$ cat src/rtl/sync_fifo_pkg.sv
// Shared constants, width helper and status bundle for the operand FIFO.
package sync_fifo_pkg;

  localparam int unsigned DEF_DATA_WIDTH = 16;
  localparam int unsigned DEF_DEPTH      = 4;

  function automatic int unsigned addr_w(input int unsigned depth);
    return (depth <= 1) ? 1 : $clog2(depth);
  endfunction

  typedef struct packed {
    logic full;
    logic empty;
    logic almost_full;
    logic almost_empty;
  } fifo_status_t;

endpackage

$ cat src/rtl/sync_fifo_if.sv
// Push/pop handshake and status bundle between a PE port and the operand FIFO.
interface sync_fifo_if
  import sync_fifo_pkg::*;
#(
  parameter int unsigned DATA_WIDTH = DEF_DATA_WIDTH,
  parameter int unsigned CNT_W      = addr_w(DEF_DEPTH) + 1
);
  logic                  push;
  logic [DATA_WIDTH-1:0] push_data;
  logic                  pop;
  logic [DATA_WIDTH-1:0] pop_data;
  logic                  full;
  logic                  empty;
  logic                  almost_full;
  logic                  almost_empty;
  logic [CNT_W-1:0]      count;
  logic                  overflow;
  logic                  underflow;
  logic                  err_clr;

  modport master (
    output push, push_data, pop, err_clr,
    input  pop_data, full, empty, almost_full, almost_empty, count, overflow, underflow
  );

  modport slave (
    input  push, push_data, pop, err_clr,
    output pop_data, full, empty, almost_full, almost_empty, count, overflow, underflow
  );
endinterface

$ cat src/rtl/fifo_up_down_counter.sv
// Occupancy counter: steps up on inc, down on dec, holds when both or neither.
module fifo_up_down_counter #(
  parameter int unsigned WIDTH    = 3,
  parameter int unsigned INC_STEP = 1,
  parameter int unsigned DEC_STEP = 1
) (
  input  logic             clk,
  input  logic             reset,
  input  logic             inc,
  input  logic             dec,
  output logic [WIDTH-1:0] count
);

  always_ff @(negedge clk or posedge reset) begin
    if (reset) begin
      count <= '0;
    end else begin
      case ({inc, dec})
        2'b10:   count <= count + WIDTH'(INC_STEP);
        2'b01:   count <= count - WIDTH'(DEC_STEP);
        2'b11:   count <= count + WIDTH'(INC_STEP) - WIDTH'(DEC_STEP);
        default: count <= count;
      endcase
    end
  end

endmodule

$ cat src/rtl/sync_fifo.sv
// First-word fall-through operand FIFO updating on the falling clock edge,
// with occupancy-derived status flags and sticky overflow/underflow errors.
module sync_fifo
  import sync_fifo_pkg::*;
#(
  parameter int unsigned DATA_WIDTH      = DEF_DATA_WIDTH,
  parameter int unsigned DEPTH           = DEF_DEPTH,
  parameter int unsigned ALMOST_FULL_TH  = DEPTH - 1,
  parameter int unsigned ALMOST_EMPTY_TH = 1
) (
  input logic       clk,
  input logic       reset,
  sync_fifo_if.slave bus
);

  localparam int unsigned ADDR_WIDTH = addr_w(DEPTH);
  localparam int unsigned CNT_W      = ADDR_WIDTH + 1;

  logic [DATA_WIDTH-1:0] mem [DEPTH];
  logic [ADDR_WIDTH-1:0] wr_ptr;
  logic [ADDR_WIDTH-1:0] rd_ptr;
  logic [CNT_W-1:0]      count;
  logic                  push_acc;
  logic                  pop_acc;
  logic                  overflow;
  logic                  underflow;
  fifo_status_t          status;

  // A full FIFO still takes a push when the head leaves in the same cycle.
  assign pop_acc  = bus.pop && !status.empty;
  assign push_acc = bus.push && (!status.full || pop_acc);

  fifo_up_down_counter #(
    .WIDTH    (CNT_W),
    .INC_STEP (1),
    .DEC_STEP (1)
  ) u_occupancy (
    .clk   (clk),
    .reset (reset),
    .inc   (push_acc),
    .dec   (pop_acc),
    .count (count)
  );

  assign status.full         = (count == CNT_W'(DEPTH));
  assign status.empty        = (count == '0);
  assign status.almost_full  = (count >= CNT_W'(ALMOST_FULL_TH));
  assign status.almost_empty = (count <= CNT_W'(ALMOST_EMPTY_TH));

  always_ff @(negedge clk or posedge reset) begin
    if (reset) begin
      wr_ptr    <= '0;
      rd_ptr    <= '0;
      overflow  <= 1'b0;
      underflow <= 1'b0;
    end else begin
      if (push_acc) wr_ptr <= wr_ptr + ADDR_WIDTH'(1);
      if (pop_acc)  rd_ptr <= rd_ptr + ADDR_WIDTH'(1);
      // A fresh rejection outranks a simultaneous clear.
      if (bus.push && !push_acc) overflow <= 1'b1;
      else if (bus.err_clr)      overflow <= 1'b0;
      if (bus.pop && !pop_acc)   underflow <= 1'b1;
      else if (bus.err_clr)      underflow <= 1'b0;
    end
  end

  // Storage is deliberately left unreset.
  always_ff @(negedge clk) begin
    if (push_acc) mem[wr_ptr] <= bus.push_data;
  end

  assign bus.pop_data     = mem[rd_ptr];
  assign bus.full         = status.full;
  assign bus.empty        = status.empty;
  assign bus.almost_full  = status.almost_full;
  assign bus.almost_empty = status.almost_empty;
  assign bus.count        = count;
  assign bus.overflow     = overflow;
  assign bus.underflow    = underflow;

endmodule

$ cat src/flat_wrapper.sv
// flat-port wrapper written by rule: the top's interface ports become plain ports
module sync_fifo_flat import sync_fifo_pkg::*;
#(
  parameter int unsigned DATA_WIDTH      = DEF_DATA_WIDTH,
  parameter int unsigned DEPTH           = DEF_DEPTH,
  parameter int unsigned ALMOST_FULL_TH  = DEPTH - 1,
  parameter int unsigned ALMOST_EMPTY_TH = 1
)
  (clk, reset, bus_push, bus_push_data, bus_pop, bus_err_clr, bus_pop_data, bus_full, bus_empty, bus_almost_full, bus_almost_empty, bus_count, bus_overflow, bus_underflow);
  sync_fifo_if #(.DATA_WIDTH(DATA_WIDTH), .CNT_W((3))) bus_i ();
  input logic clk;
  input logic reset;
  input wire logic [$bits(bus_i.push)-1:0] bus_push;
  input wire logic [$bits(bus_i.push_data)-1:0] bus_push_data;
  input wire logic [$bits(bus_i.pop)-1:0] bus_pop;
  input wire logic [$bits(bus_i.err_clr)-1:0] bus_err_clr;
  output wire logic [$bits(bus_i.pop_data)-1:0] bus_pop_data;
  output wire logic [$bits(bus_i.full)-1:0] bus_full;
  output wire logic [$bits(bus_i.empty)-1:0] bus_empty;
  output wire logic [$bits(bus_i.almost_full)-1:0] bus_almost_full;
  output wire logic [$bits(bus_i.almost_empty)-1:0] bus_almost_empty;
  output wire logic [$bits(bus_i.count)-1:0] bus_count;
  output wire logic [$bits(bus_i.overflow)-1:0] bus_overflow;
  output wire logic [$bits(bus_i.underflow)-1:0] bus_underflow;
  assign bus_i.push = bus_push;
  assign bus_i.push_data = bus_push_data;
  assign bus_i.pop = bus_pop;
  assign bus_i.err_clr = bus_err_clr;
  assign bus_pop_data = bus_i.pop_data;
  assign bus_full = bus_i.full;
  assign bus_empty = bus_i.empty;
  assign bus_almost_full = bus_i.almost_full;
  assign bus_almost_empty = bus_i.almost_empty;
  assign bus_count = bus_i.count;
  assign bus_overflow = bus_i.overflow;
  assign bus_underflow = bus_i.underflow;
  sync_fifo #(.DATA_WIDTH(DATA_WIDTH), .DEPTH(DEPTH), .ALMOST_FULL_TH(ALMOST_FULL_TH), .ALMOST_EMPTY_TH(ALMOST_EMPTY_TH)) u_core (.clk(clk), .reset(reset), .bus(bus_i));
endmodule
$ cat config.mk
export PLATFORM = sky130hd
export DESIGN_NAME = sync_fifo_flat
export DESIGN_NICKNAME = d
export VERILOG_FILES = /design/src/rtl/sync_fifo_pkg.sv /design/src/rtl/sync_fifo_if.sv /design/src/rtl/fifo_up_down_counter.sv /design/src/rtl/sync_fifo.sv /design/src/flat_wrapper.sv
export SDC_FILE = /design/constraint.sdc
export NUM_CORES = 1
export LEC_CHECK = 0
export ABC_AREA = 1
export BUFFER_PORTS_ARGS = -buffer_cell sky130_fd_sc_hd__buf_2
export CORE_ASPECT_RATIO = 0.6
export CORE_MARGIN = 8
export CORE_UTILIZATION = 50
export DETAILED_ROUTE_END_ITERATION = 6
export GPL_TIMING_DRIVEN = 0
export PLACE_DENSITY = 0.78
export SLEW_MARGIN = 10
export SYNTH_ARGS = -nofsm -noshare
export SYNTH_HDL_FRONTEND = slang
export SYNTH_SLANG_ARGS = --single-unit
$ cat constraint.sdc
create_clock -name clk -period 1.9 [get_ports clk]
set_input_delay 0.095 -clock clk [delete_from_list [all_inputs] [get_ports clk]]
set_output_delay 0.095 -clock clk [all_outputs]
set_load 0.01 [all_outputs]
**Word level (Yosys, flattened, before mapping)**

Memories as Yosys holds them, arrays and structs flattened.
Cells that the tools add are included.

- Output and inout bits: 25
- Memory bits (read-only): 0
- Flip-flop bits (word level): 9
- Word-level logic and storage cells: 36
- Memories: 1
- Latch bits: 0
- Bits of input ports: 21
- Memory bits (writable): 64

Memory list:

| name | words | bits a word | read ports | clocked after Yosys merged registers in | wr ports | RTL line | RTL |
|---|---|---|---|---|---|---|---|
| u_core.mem | 4 | 16 | 1 | 0 | 1 | sync_fifo.sv:19 | `logic [DATA_WIDTH-1:0] mem [DEPTH];` |

- Eq/ne operators: 4
- $add $sub $neg: 5
- Reduce and logical (&&, ||, !) cells: 13
- Bitwise gates (word level): 0
- Multiply operators: 0
- Divide/modulo/power cells: 0
- Multiplexer cells: 6
- Shift operators: 0
- Magnitude comparators: 2

Operators by type and width:

| kind | count |
|---|---|
| 3-bit case mux with 3 select lines | 1 |
| 3-bit by 1-bit subtractor with 3-bit output (second input constant) | 2 |
| 1-bit two-way mux | 5 |
| 2-bit by 1-bit adder with 2-bit output (second input constant) | 2 |
| 2-bit equality test (second input constant) | 2 |
| 1-bit logical AND | 4 |
| 1-bit logical NOT | 4 |
| 2-bit nonzero test | 2 |
| 3-bit by 1-bit adder with 3-bit output (second input constant) | 1 |
| 3-bit equality test (second input constant) | 1 |
| 3-bit by 2-bit >= comparator with 1-bit output (second input constant) | 1 |
| 3-bit by 1-bit <= comparator with 1-bit output (second input constant) | 1 |
| 3-bit logical NOT | 1 |
| 3-bit nonzero test | 1 |
| 2-bit by 1-bit equality test with 1-bit output (second input constant) | 1 |
| 1-bit logical OR | 1 |

**Logic depth before layout (Yosys ltp)**

- Word-level depth: 8
- Depth in mapped cells: 9
- Gate-level depth less buffers: 9

**Cells and area by module**

Synthesis repeated with hierarchy kept, for this count alone.

- Cell total of the unflattened synthesis: 263
- Area, all modules: 3070.4 um^2

By module, submodules not included:

| module | area an instance (um^2) | times used | cells each | seq. area each (um^2) |
|---|---|---|---|---|
| sync_fifo | 2827.7 | 1 | 228 | 2072.0 |
| fifo_up_down_counter | 242.7 | 1 | 35 | 75.1 |

==> results.json <==
{
  "outcome": "complete, but fails checks",
  "failed_checks": "setup timing",
  "p_per_area_mw_per_mm2": 1800,
  "cts.path.max_buffers": 2,
  "cp-start-kind": "register",
  "cts_root_buf": "clkbuf_8",
  "layout_setup_ws_ns": -0.729,
  "pwr-share-comb_pct": 50.0,
  "p_int_uw": 4830,
  "ff2ff_setup_slack_ns": 0.06,
  "max-slew-margin-rel_pct": 74.3,
  "ys.flop_type": "edfxtp_1",
  "worst_hold_path_type": "primary input to asynchronous set/reset pin",
  "clkPwrFrac_pct": 21.7,
  "final_nets": 418,
  "holdWs_ns": 0.564,
  "cts_tree": "yes",
  "synth.yosys.seq_area_share_pct": 71.4,
  "r2r_end": "u_core.u_occupancy.count[2]",
  "cts_buffers": 9,
  "dieArea_mm2": 0.00883,
  "rows": 22,
  "finalSetupTns_ns": -13.28,
  "insertion_delay_ns": 0.42,
  "ys_seq_elements": 73,
  "first_global_vias": 2609,
  "hold_viol": 0,
  "boundaryPins": 46,
  "cp-end-kind": "output port",
  "required_ns": 1.80,
  "cap_violations": 0,
  "r2r-start": "u_core.u_occupancy.count[0]",
  "diodes": 0,
  "synth_edf_count": 64,
  "p_sw_share_pct": 41.6,
  "synth_nets": 268,
  "die_y_um": 76.1,
  "worstRegToRegCells": 10,
  "start_util_pct": 50.3,
  "die_w_um": 116,
  "drive_gt1_share_pct": 43.8,
  "slew_viol_final": 0,
  "grt_first_pass_wirelength_um": 12600,
  "startpoint": "u_core.rd_ptr[0]",
  "async_flop_share_pct": 12.3,
  "overflow": 0,
  "clk_pin_slew_ns": 0.06,
  "grt.total_usage_pct": 19.0,
  "holdBufCountCts": 0,
  "p_leak_uw": 0.00206,
  "synth_cells": 238,
  "vias_per_cell": 5.24,
  "vias": 2498,
  "antenna_found_initial": 0,
  "worst_pin_slew_ns": 0.386,
  "gp_congestion": 0.805,
  "port-buffer-count": 45,
  "synth_cell_types": 21,
  "crit_arrival_ns": 2.53,
  "power_switching_uw": 3440,
  "core_region_area_mm2": 0.00597,
  "drt-initial-drc-count": 216,
  "syn_to_final_growth_pct": 52.7,
  "rsz0062_at_grt": "true",
  "p_seq_share_pct": 28.3,
  "critPathMaxFanout": 10,
  "drt_wl_total_um": 8990,
  "drc_errors": 0,
  "syn_area_mm2": 0.00301,
  "avgSynthCellArea_um2": 12.6,
  "final_antenna_net_count": 0,
  "path_class": "register to output port",
  "first_pass_iters": 5,
  "vdd_drop_max_v": 0.000767,
  "grt_max_degree": 17,
  "clock-sinks": 73,
  "crit_end": "bus_pop_data[11]",
  "wire_per_inst_um": 18.8,
  "cts_htree_levels": 3,
  "synth_warnings": 0,
  "hpwlAfterDp_um": 4440,
  "setup_viol": 25,
  "skew_ns": 0.0879
}
area by class of cell:
type	count	area [um^2]
Buffer	7	119
Multi-Input combinational cell	135	1090
Fill cell	340	1380
Clock inverter	71	310
Clock buffer	9	124
Timing Repair Buffer	77	607
Inverter	21	88.8
Tap cell	84	105
Sequential cell	73	2150
flip-flops by register name (all words and copies together), names as in the netlist:
name / flops
u_core.bus.overflow: 1
u_core.mem: 64
u_core.wr_ptr: 2
u_core.u_occupancy.count: 3
u_core.bus.underflow: 1
u_core.rd_ptr: 2
kinds of logic (layout without fill, tap and decap cells):
family                   Yosys count  after routing  share of synthesized area (%)
AND/OR/NAND/NOR                   66             66                           9.57
flip-flops                        73             73                           71.4
XOR/XNOR                           4              4                           1.17
AO/OA/AOI/OAI                     56             56                           10.3
adder cells (fa/ha/maj)            9              9                           3.75
buffers and inverters             30            185                           3.83
layer usage:
| layer | track usage, % | vias up | wire length, um |
|---|---|---|---|
| met5 | 0 | - | 0 |
| met4 | 10.9 | 0 | 163 |
| met3 | 5.85 | 17 | 655 |
| met2 | 30.5 | 141 | 4460 |
| met1 | 21.8 | 1193 | 3710 |
| li1 | - | 1147 | - |
Yosys cell counts, types with 3 or more instances:
library cell  count  share of area [%]
dfrtn_1           9                7.5
clkbuf_1          6               0.75
nand2_1           9                1.1
nor2_1           47                5.9
o22ai_1          18                3.7
xor2_1            3               0.87
o21ai_0          34                5.7
edfxtp_1         64                 64
nand2_4           3                1.1
nand3_1           3               0.50
inv_1            21                2.6
ha_1              9                3.7
repair_timing:
| item | CTS | global route |
|---|---|---|
| endpoints found under the hold margin | 0 | 0 |
| endpoints found under the setup margin | 72 | 41 |
| setup buffers | 26 | 4 |
| resized for setup | 28 | 26 |
| gates cloned | 2 | 1 |
| pin swaps | 12 | 8 |
metrics by stage:
stage	worst slack (ns)	utilization, %	instance area (um^2)	power, uW	std cells
after floorplan	-0.157	-	3300	4550	238
after global placement	-0.418	60.8	3630	5330	367
after detailed placement	-0.435	60.8	3630	5420	367
after CTS	-0.662	74.3	4440	7690	473
after global routing	-0.772	76.9	4590	8650	477
final	-0.729	76.9	4590	8270	477
placed cells by master (no fill, tap or decap), types with 2 or more instances in the layout:
cell type,netlist,routed
buf_8,0,5
dfrtn_1,9,9
nor2_4,0,6
o22ai_1,18,3
nor2_2,2,9
nand2_4,3,2
inv_4,0,2
nand3_1,3,3
clkbuf_16,0,2
buf_12,0,7
ha_1,9,5
inv_2,1,6
xor2_1,3,3
o21ai_2,0,19
a21oi_2,1,2
o21ai_0,34,3
inv_1,21,78
nor2_1,47,34
edfxtp_1,64,64
buf_6,0,9
o21ai_4,0,4
inv_8,0,2
buf_2,2,42
nand2_1,9,8
buf_4,0,17
o21ai_1,0,8
o22ai_2,0,15
nand2_2,1,2
ha_4,0,4
clkbuf_8,0,10
worst max-delay path, cell delays in order (launching register included):
cell,delay (ns)
dfrtn_1,0.45
buf_12,0.15
inv_8,0.05
buf_12,0.15
nor2_2,0.15
o22ai_2,0.14
buf_2,0.16
power by group through the flow:
| stage | clock [uW] | combinational, uW | sequential, uW |
|---|---|---|---|
| finish | 1800 | 4130 | 2340 |
| global route | 1930 | 4360 | 2360 |
| global placement | 204 | 2770 | 2360 |
| floorplan | 204 | 2000 | 2340 |
| CTS | 1760 | 3600 | 2330 |
| detailed placement | 204 | 2830 | 2380 |
worst min path at each step:
stage,endpoint,depth (start not counted)
6_report,u_core.wr_ptr[1],2
4_1_cts,u_core.bus.underflow,2
5_1_grt,u_core.bus.underflow,2
2_1_floorplan,u_core.wr_ptr[0],2
3_3_place_gp,u_core.bus.underflow,2
3_5_place_dp,u_core.bus.overflow,2
(Power assumes the default switching activity.)
